$ cat config.mk
export PLATFORM = sky130hd
export DESIGN_NAME = result_pack
export DESIGN_NICKNAME = d
export VERILOG_FILES = /design/src/rtl/result_pack.sv
export SDC_FILE = /design/constraint.sdc
export NUM_CORES = 1
export LEC_CHECK = 0
export ABC_AREA = 0
export BUFFER_PORTS_ARGS = -buffer_cell sky130_fd_sc_hd__buf_2
export CAP_MARGIN = 20
export CORE_AREA = 5 5 138 140
export DETAILED_ROUTE_END_ITERATION = 12
export DIE_AREA = 0 0 143 145
export GPL_TIMING_DRIVEN = 0
export PLACE_DENSITY = 0.7
export SLEW_MARGIN = 20
export SYNTH_ARGS = -nofsm -noshare
export SYNTH_HDL_FRONTEND = slang
export SYNTH_SLANG_ARGS = --single-unit
$ cat constraint.sdc
create_clock -name clk -period 3.7 [get_ports clk]
set_input_delay 0.74 -clock clk [delete_from_list [all_inputs] [get_ports clk]]
set_output_delay 0.74 -clock clk [all_outputs]
set_load 0.005 [all_outputs]
$ cat src/rtl/result_pack.sv
// result_pack: packs PACK_NB consecutive result beats from `layers` into one
// wide word for the output memory writer. It counts beats against a configured
// frame length N, zero-pads a final partial word and flags the frame's last
// word. A config write with repeat=1 re-arms the frame automatically.
//
// Build option: define RESULT_PACK_MSB_FIRST_EN to reverse the lane order, so
// beat k lands in lane PACK_NB-1-k and zero padding fills the low lanes.
module result_pack #(
  parameter int CFG_DWIDTH = 32,
  parameter int CFG_AWIDTH = 5,
  parameter int DEPTH_NB   = 1,
  parameter int IMG_WIDTH  = 16,
  parameter int PACK_NB    = 4,
  parameter logic [CFG_AWIDTH-1:0] CFG_RESULT = CFG_AWIDTH'(12)
) (
  input  logic                                  clk,
  input  logic                                  rst,
  input  logic [CFG_DWIDTH-1:0]                 cfg_data,
  input  logic [CFG_AWIDTH-1:0]                 cfg_addr,
  input  logic                                  cfg_valid,
  input  logic [IMG_WIDTH*DEPTH_NB-1:0]         result_bus,
  input  logic                                  result_val,
  output logic                                  result_rdy,
  output logic [PACK_NB*IMG_WIDTH*DEPTH_NB-1:0] pack_bus,
  output logic                                  pack_last,
  output logic                                  pack_val,
  input  logic                                  pack_rdy
);

  localparam int BEAT_W = IMG_WIDTH * DEPTH_NB;
  localparam int PACK_W = PACK_NB * BEAT_W;
  localparam int K_W    = (PACK_NB > 2) ? $clog2(PACK_NB) : 1;
  localparam logic [K_W-1:0] K_LAST = K_W'(PACK_NB - 1);

  typedef enum logic [1:0] {
    ST_IDLE   = 2'd0,
    ST_ACTIVE = 2'd1,
    ST_DONE   = 2'd2
  } state_t;

  state_t              state_r;
  state_t              state_s;
  logic [15:0]         n_r;
  logic                rep_r;
  logic [15:0]         cnt_r;
  logic [K_W-1:0]      k_r;
  logic [PACK_W-1:0]   acc_r;

  logic                cfg_load_s;
  logic                last_beat_s;
  logic                completes_s;
  logic                out_free_s;
  logic                beat_fire_s;
  logic [K_W-1:0]      lane_s;
  logic [PACK_W-1:0]   acc_next_s;
  logic                unused_cfg_s;

  // Only the N and repeat fields of the config word carry meaning here.
  assign unused_cfg_s = ^cfg_data[CFG_DWIDTH-1:17];

  assign cfg_load_s  = cfg_valid && (cfg_addr == CFG_RESULT) &&
                       (cfg_data[15:0] != 16'd0);
  assign last_beat_s = (cnt_r == (n_r - 16'd1));
  assign completes_s = (k_r == K_LAST) || last_beat_s;
  assign out_free_s  = !pack_val || pack_rdy;
  // Only the beat that would push a word into a full output register stalls.
  assign result_rdy  = (state_r == ST_ACTIVE) && (!completes_s || out_free_s);
  assign beat_fire_s = result_val && result_rdy;

`ifdef RESULT_PACK_MSB_FIRST_EN
  assign lane_s = K_LAST - k_r;
`else
  assign lane_s = k_r;
`endif

  // Accumulator image with the incoming beat dropped into its lane.
  always_comb begin
    acc_next_s = acc_r;
    for (int i = 0; i < PACK_NB; i++) begin
      if (lane_s == K_W'(i)) begin
        acc_next_s[i*BEAT_W +: BEAT_W] = result_bus;
      end else begin
        acc_next_s[i*BEAT_W +: BEAT_W] = acc_r[i*BEAT_W +: BEAT_W];
      end
    end
  end

  // Frame state register.
  always_ff @(posedge clk) begin
    if (rst) begin
      state_r <= ST_IDLE;
    end else begin
      state_r <= state_s;
    end
  end

  // Frame sequencing: IDLE waits for a config, ACTIVE takes N beats, DONE
  // spends one cycle after the final word has entered the output register.
  always_comb begin
    state_s = state_r;
    case (state_r)
      ST_IDLE: begin
        if (cfg_load_s) begin
          state_s = ST_ACTIVE;
        end else begin
          state_s = ST_IDLE;
        end
      end
      ST_ACTIVE: begin
        if (beat_fire_s && last_beat_s) begin
          state_s = ST_DONE;
        end else begin
          state_s = ST_ACTIVE;
        end
      end
      ST_DONE: begin
        if (rep_r) begin
          state_s = ST_ACTIVE;
        end else begin
          state_s = ST_IDLE;
        end
      end
      default: state_s = ST_IDLE;
    endcase
  end

  // Frame configuration, beat/lane counters and the lane accumulator.
  always_ff @(posedge clk) begin
    if (rst) begin
      n_r   <= 16'd0;
      rep_r <= 1'b0;
      cnt_r <= 16'd0;
      k_r   <= '0;
      acc_r <= '0;
    end else begin
      case (state_r)
        ST_IDLE: begin
          if (cfg_load_s) begin
            n_r   <= cfg_data[15:0];
            rep_r <= cfg_data[16];
            cnt_r <= 16'd0;
            k_r   <= '0;
            acc_r <= '0;
          end
        end
        ST_ACTIVE: begin
          if (beat_fire_s) begin
            cnt_r <= cnt_r + 16'd1;
            if (completes_s) begin
              k_r   <= '0;
              acc_r <= '0;
            end else begin
              k_r   <= k_r + K_W'(1);
              acc_r <= acc_next_s;
            end
          end
        end
        ST_DONE: begin
          cnt_r <= 16'd0;
        end
        default: begin
          cnt_r <= 16'd0;
          k_r   <= '0;
          acc_r <= '0;
        end
      endcase
    end
  end

  // Single-entry output register; a completing beat can refill it in the
  // same cycle the previous word is taken, keeping pack_val high.
  always_ff @(posedge clk) begin
    if (rst) begin
      pack_bus  <= '0;
      pack_last <= 1'b0;
      pack_val  <= 1'b0;
    end else if (beat_fire_s && completes_s) begin
      pack_bus  <= acc_next_s;
      pack_last <= last_beat_s;
      pack_val  <= 1'b1;
    end else if (pack_rdy) begin
      pack_val  <= 1'b0;
    end
  end

endmodule

==> out/results.txt, run 1 <==
For the finished layout, the period the worst path requires is 3.681 ns. The synthesized design contains 0 enable-type register cells. For this design, the CTS-stage hold fixing added 0 buffers. In the synthesized netlist the async set-or-reset flop fraction comes to 0%. For the detailed-route via count, the log shows 7241. Yosys printed 0 warnings. The logs give 44.13% for the effective utilization at floorplan and 0.21 ns for the reg-to-reg setup timing slack. OpenSTA, run right after detailed placement, puts the worst setup slack at -0.4398 ns. After detailed routing, the number of remaining DRC violations is 0. For the number of antenna diodes, the log shows 0.

STA classifies the critical path startpoint as a flop. The floorplan has 49 rows. The most critical setup path has its startpoint at n_r[1]$_SDFFE_PP0P_.

In the routed layout, each cell is associated on average with a via count of 5.911. The post-synthesis sequential element count is 167. The wire length reported by the detailed router is 23750 µm, and the area growth from synthesis to final layout is 20.71%. The worst-margin pin slew was 1.027 ns.

The floorplan step set the die width to 143 µm. For the worst-skew pair, the clock arrives at the later sink with an insertion delay of 0.44 ns. Across all setup checks in the final design, the least slack found is 0.01866 ns. Source of the worst hold timing path: acc_r[62]$_SDFFE_PP0P_. The die covers 20740 µm².

The net count of the finished layout is 1047. The path type of the worst setup path was reg -> out. Timing would allow up to 271.6 MHz. Setup repair after global routing could not meet its margin everywhere. The number of global-route vias before repair is 6871.

The synthesized instance count was 851. By area the synthesized netlist is led by sky130_fd_sc_hd__dfxtp_1, sky130_fd_sc_hd__mux2i_1, sky130_fd_sc_hd__a211oi_1, sky130_fd_sc_hd__a21oi_1, sky130_fd_sc_hd__a22oi_1. After synthesis the cells add up to 7819 µm².

Once detailed placement completed, the half-perimeter wirelength came to 16400 µm. The share of the synthesized area in the top cell type was 42.76%. The data arrival at the endpoint of the critical path came out at 2.94 ns.

Among all flip-flop cells after synthesis, the most frequent one is sky130_fd_sc_hd__dfxtp_1. The cell chosen for the clock root is sky130_fd_sc_hd__clkbuf_16. The flow ran to the end, and the final reports show no timing, DRC or antenna violations.

The logs give 4 for the H-tree depth and 0.9027 for the weighted congestion reported at the end of routability-driven placement. In the final routed layout, each cell accounts on average for 19.38 µm. The run gives 17 as the clock buffer count from CTS. The post-route fraction of the period consumed by the critical path is 99.50%. The global-route wire length before repair was 36830 µm; the placeable core region was 17720 µm². In the final layout, the share of cells above drive strength 1 is 20.18%.

The number of iterations in the first detailed-routing pass was 5. The element type at the critical path end was an output pin. The logs give 915 for the synthesized netlist net count and 1602 for the fill cell total of the finished layout. The final worst clock skew was 0.01312 ns; the unique cell type count in the Yosys netlist was 53. The post-layout total power is 3775 µW, and the sum of negative setup slack is 0 ns. Across the VDD grid, the largest voltage drop is 293.9 µV. The clock-pin slew on the worst setup and hold paths was 0.07 ns; the count of endpoints failing hold in the final timing report was 0. Once layout is complete, the utilization of the core stands at 53.27%. In the global route stage, overall resource usage came out at 22.31%.

The required time at the worst-slack endpoint was 2.96 ns. TritonCTS built the clock tree. The maximum clock path buffer count is 2.

The worst-case headroom to the max-slew limit was 31.26%. The pin count of the biggest net entering global routing was 19; the number of top-level pins was 125. The share of the Yosys chip area taken by registers is 42.76%. Clock tree synthesis found a total of 167 sinks. Once detail routing completed, the nets flagged for antenna violations numbered 0. The total global routing overflow came out at 0. Worst hold path class: reg -> reg. For this design the static power due to leakage is 0.003379 µW. The power density over the cells is 400.0 nW/µm². The average instance in the mapped netlist occupies 9.188 µm².

The tools report the detailed router's first-iteration violation count as 475. The worst register-to-register path begins at n_r[1]$_SDFFE_PP0P_. Buffers placed on the I/O ports in this run total 109. For the initial antenna violation count, the log shows 0. The die is 145 µm tall.

The max-slew violation count was 0. The maximum fanout count along the critical path was 7. Setup violations remaining at the end of the flow were counted as 0. sky130_fd_sc_hd__dfxtp_1 takes more of the synthesized area than any other cell. The number of max-cap violations was 0.
==> cell type report <==
class	instances	area, µm²	area share (%)
Clock buffer	20	466.7	4.945
Sequential cell	167	3354	35.54
Multi-Input combinational cell	603	4253	45.06
Buffer	63	265.3	2.811
Tap cell	229	286.5	3.036
Inverter	11	41.29	0.4375
Clock inverter	12	130.1	1.379
Timing Repair Buffer	120	640.6	6.788
==> cells by family (layout without fill, tap and decap cells) <==
family,count (synthesis),after routing,synth area share [%]
AOI/OAI and AO/OA,288,288,24.02
and+or+nand+nor,212,212,15.70
DFF,167,167,42.76
buffers and inverters,81,226,4.417
muxes,80,80,10.24
xor gates and xnor gates,17,17,1.904
adders and majority gates,6,6,0.9601
==> registers in the layout, indices dropped and copies added (netlist names) <==
register   flops
acc_r         64
pack_bus      64
cnt_r         16
n_r           16
k_r            2
state_r        2
pack_last      1
pack_val       1
rep_r          1
==> through the flow <==
stage          cell area [µm²]  hold slack (ns)  cells
2_1_floorplan             7819           0.4527    851
3_3_place_gp              8651           0.4613   1189
3_5_place_dp              8651           0.4654   1189
4_1_cts                   9382           0.4747   1225
5_1_grt                   9438           0.4814   1225
6_report                  9438           0.4724   1225
==> per-layer routing <==
layer  share of wire [%]  GRT usage [%]  wire [µm]  vias to the layer above
met2                  46          35.24      11020                      267
met5                   0              0          0                        -
li1                    -              -          -                     3438
met4                 2.6          8.270        628                        0
met1                  45          30.13      10580                     3488
met3                 6.4          4.508       1519                       48
==> worst max-delay path, stage by stage (launching register included) <==
cell	delay, ns
sky130_fd_sc_hd__dfxtp_4	0.35
sky130_fd_sc_hd__or4_4	0.60
sky130_fd_sc_hd__or4_1	0.48
sky130_fd_sc_hd__nand4_1	0.17
sky130_fd_sc_hd__o311ai_4	0.14
sky130_fd_sc_hd__nor4_4	0.22
sky130_fd_sc_hd__buf_4	0.19
sky130_fd_sc_hd__a21o_4	0.14
sky130_fd_sc_hd__a21oi_4	0.07
sky130_fd_sc_hd__buf_2	0.15
==> cells in the final DEF (no fill, tap or decap), types with 17 or more instances in the layout <==
master	instances
sky130_fd_sc_hd__a211oi_1	59
sky130_fd_sc_hd__a21oi_1	79
sky130_fd_sc_hd__a22oi_1	48
sky130_fd_sc_hd__buf_2	123
sky130_fd_sc_hd__clkbuf_1	43
sky130_fd_sc_hd__clkbuf_16	17
sky130_fd_sc_hd__dfxtp_1	162
sky130_fd_sc_hd__mux2i_1	80
sky130_fd_sc_hd__nand2_1	27
sky130_fd_sc_hd__nand2b_1	55
sky130_fd_sc_hd__nor2_1	30
sky130_fd_sc_hd__nor3b_1	19
sky130_fd_sc_hd__o21ai_0	63
==> synthesized netlist by cell type (all sizes together), types with 9 or more instances <==
cell type / n
nand2b: 55
or4: 12
a21oi: 82
nor2: 30
clkbuf: 46
inv: 11
nor3b: 19
o21ai: 64
xnor2: 9
nor3: 11
a211oi: 61
mux2i: 80
dfxtp: 167
or3: 12
buf: 24
nand2: 27
nand3: 12
a22oi: 48
==> power breakdown <==
group / internal, µW / leakage [µW] / switching [µW]
Clock: 1000 / 0.000292 / 806
Sequential: 1800 / 0.00135 / 3.45
Combinational: 54.3 / 0.00174 / 111
==> path summary, 6_finish.rpt <==
kind,to,cells past startpoint
worst min-delay path,acc_r[62]$_SDFFE_PP0P_,1
worst max register to register,acc_r[31]$_SDFFE_PP0P_,13
worst max-delay path,result_rdy,9
worst min register to register,acc_r[62]$_SDFFE_PP0P_,1
==> what timing repair did <==
action	4_1_cts	5_1_grt
pin swaps	6	8
buffers inserted	8	3
setup endpoints to repair	61	81
resized for setup	24	11
Power figures use the tool's default switching activity.
==> inputs of run 2 (changes only) <==
--- a/config.mk
+++ b/config.mk
@@ -9,6 +9,7 @@
 export BUFFER_PORTS_ARGS = -buffer_cell sky130_fd_sc_hd__buf_2
 export CAP_MARGIN = 20
 export CORE_AREA = 5 5 138 140
+export CTS_BUF_LIST = sky130_fd_sc_hd__clkbuf_4
 export DETAILED_ROUTE_END_ITERATION = 12
 export DIE_AREA = 0 0 143 145
 export GPL_TIMING_DRIVEN = 0
==> run 2 against run 1 <==
The run now ends with negative setup slack left. Cell count about the same. Utilization down 2.0 points. Worst setup slack worse by 0.078 ns. Die area unchanged. First-iteration DRC count up 11%. Global-route usage about the same. Wire length down 0.75%. Hold slack worse by 0.071 ns. Design area down 3.8%. Maximum frequency down 2.1%. Power down 20%. Largest cell class unchanged. Largest power group is now sequential cells. Highest routed layer unchanged.
==> out/results.txt, run 2 (same netlist as run 1, synthesis figures left out) <==
The clock buffer count from CTS is 17, and the width of the die is 143 µm. The initial antenna violation count was 0; the floorplan row count was 49. The tools report the count of endpoints failing hold in the final timing report as 0.

Summed over all nets, wire length on met3 after detailed routing comes to 1585 µm. Clock tree synthesis selected as its root buffer the cell sky130_fd_sc_hd__clkbuf_4. Capture point of the worst reg-to-reg path: pack_bus[52]$_SDFFE_PP0P_. In the final layout, flip-flops and latches occupy 3358 µm².

The remaining antenna violation count after routing came out at 0. Hold repair after CTS inserted 0 buffers. After clock tree synthesis, the clock-pin slew on the worst setup and hold paths is 0.13 ns. Cells with a size suffix above 1 make up 19.96% of the layout. The most frequent standard cell in the layout excluding fill and tap cells is sky130_fd_sc_hd__dfxtp_1. The detailed router's first-iteration violation count was 526. The tools report the maximum clock path buffer count as 2.

TritonCTS built the clock tree. After detailed routing, the wire length on met1 is 10360 µm. Static timing analysis puts the maximum clock frequency at 266.0 MHz. The combined area of the multi-input logic cells was 4225 µm²; the H-tree depth was 4.

The run gives -0.05884 ns as the worst setup margin. By startpoint and endpoint, the worst setup path is classified as reg -> out. The first detailed-routing pass ran for 5 iterations.

Max-slew violation count: 0. For this run, design rule violations remaining after detail routing come to 0. Post-detailed-route via-to-cell ratio: 5.895. In this run the worst path has a maximum fanout of 7.

Die height: 145 µm. Walking the worst path, the cells encountered are or4_4 -> or2_4 -> a21oi_2 -> nand4_1 -> nor4_4 -> buf_4 -> a21o_4 -> a21oi_4 -> buf_2. The floorplan step defined a die boundary enclosing 20740 µm². The depth of the most critical reg-to-reg path works out to 11.

Setup repair after global routing could not meet its margin everywhere. The run finished, with violations left. Routability-driven placement finished with a final weighted congestion of 0.9027. Across the VDD grid, the largest voltage drop is 198.2 µV.

The clock network latency to the later pin of the worst-skew pair was 0.60 ns; the post-route fraction of the period consumed by the critical path was 101.6%. Global routing used 22.28% of the available tracks. The final worst clock skew was 0.03221 ns. With fillers left out, the area of the finished cells amounts to 9081 µm². The area growth from synthesis to final layout is 16.15%. The utilization after layout is 51.25%.

For the pin with the worst max-slew slack, the measured transition is 0.9983 ns. The top cell types in the final layout, fill and taps aside, are sky130_fd_sc_hd__dfxtp_1, sky130_fd_sc_hd__buf_2, sky130_fd_sc_hd__mux2i_1. The run gives 0.21 ns as the reg-to-reg setup timing slack. The initial utilization of the core area, before any placement, comes to 44.13%. In this run the standard cell core region covers 17720 µm².

The final reports fail on negative setup slack. Placed standard-cell area: 8651 µm². After filler insertion, the fill cell instance count of the layout stands at 1657. The largest registers in the layout are acc_r x64, pack_bus x64. The final number of setup-violating endpoints was 1; the power density over the cells was 333.5 nW/µm².

In this run the tightest slew margin relative to its limit is 33.20%. The peak per-stage delay on the critical path is 0.60 ns. Global routing finished with a remaining overflow of 0.

Pin placement for this block handled 125 I/O pins. The highest layer touched by signal routing is met4. Data arrives at the worst endpoint at 3.02 ns.

The run gives 6871 as the number of global-route vias before repair. The final critical path time including I/O delays and setup was 3.759 ns. The worst setup path is captured at an output pin. Timing endpoint of the critical path: result_rdy.

The count of buffers inserted at the top-level ports is 109. The worst register-to-register path begins at n_r[1]$_SDFFE_PP0P_. Wires add up to 23570 µm. Clock tree synthesis found a total of 167 sinks.

Entering global routing, the biggest net connects 19 pins. The first global-routing pass estimated 36600 µm of wire. The slowest library cell on the worst path is sky130_fd_sc_hd__or4_4. The static leakage is 0.003234 µW.

The worst hold path class is in -> reg. The run gives 1048 as the final net count. The tools report the detailed placement HPWL as 16400 µm. In the final routed layout, each cell accounts on average for 19.22 µm. The required time at the worst-slack endpoint was 2.96 ns; the detailed-route via count was 7227. The number of max-cap violations came out at 0.

Nature of the critical path startpoint: a flop. The run gives 0 as the number of antenna diodes. Tracing the worst setup path back leads to its startpoint at n_r[1]$_SDFFE_PP0P_. The met2 wirelength from detailed routing was 10900 µm.
run 2: cell types whose count changed in the layout (fill, tap and decap cells not counted), sizes merged:
| cell | previous run | this run |
|---|---|---|
| clkinv | 4 | 7 |
| clkbuf | 63 | 60 |
| buf | 140 | 141 |
run 2: critical path: cells and delay by family, from the launching register on:
| family | cells | cell delay [ns] |
|---|---|---|
| AND/OR/NAND/NOR | 4 | 1.37 |
| AO/OA/AOI/OAI | 3 | 0.34 |
| flip-flops | 1 | 0.38 |
| buffers and inverters | 2 | 0.35 |
run 2: where the power goes:
group	internal (µW)	switching, µW
clock	348	713
combinational	54.4	111
sequential	1800	3.38
total	2200	827
run 2: layout make-up:
type	instances	share of cell area, %
buffer	63	2.921
multi-input combinational	603	46.53
clock buffer	17	1.405
sequential	167	36.98
timing repair buffer	121	6.999
inverter	11	0.4547
clock inverter	15	1.557
tap	229	3.155
run 2: metal layers:
metal / track usage [%] / up-vias
met5: 0 / -
met4: 8.365 / 0
met3: 5.166 / 51
met2: 35.08 / 276
met1: 29.72 / 3456
li1: - / 3444
run 2: how the worst min path moves through the flow:
stage                                      start  cells after the start                     end  slack (ns)
after floorplan           pack_last$_SDFFE_PP0P_                      2  pack_last$_SDFFE_PP0P_        0.45
after global placement    acc_r[50]$_SDFFE_PP0P_                      1  acc_r[50]$_SDFFE_PP0P_        0.46
after detailed placement  acc_r[56]$_SDFFE_PP0P_                      1  acc_r[56]$_SDFFE_PP0P_        0.47
after CTS                           cfg_data[16]                      3      rep_r$_SDFFE_PP0P_        0.36
after global routing                cfg_data[16]                      3      rep_r$_SDFFE_PP0P_        0.36
final                               cfg_data[16]                      3      rep_r$_SDFFE_PP0P_        0.40
run 2: through the flow:
stage,hold slack [ns],cells,setup slack [ns],power (µW),TNS [ns]
final,0.4010,1226,-0.05884,3029,-0.05884
after global routing,0.3590,1226,-0.2702,3140,-0.2702
after CTS,0.3603,1227,-0.2018,3042,-0.2018
after detailed placement,0.4654,1189,-0.4398,1998,-2.952
after global placement,0.4613,1189,-0.3801,1997,-0.7841
after floorplan,0.4527,851,0.2744,1914,0
run 2: what timing repair did:
item / in CTS / in global routing
setup endpoints to repair: 61 / 75
endpoints found under the hold margin: 0 / 0
setup buffers: 10 / 2
resized for setup: 26 / 9
pin swaps: 6 / 8
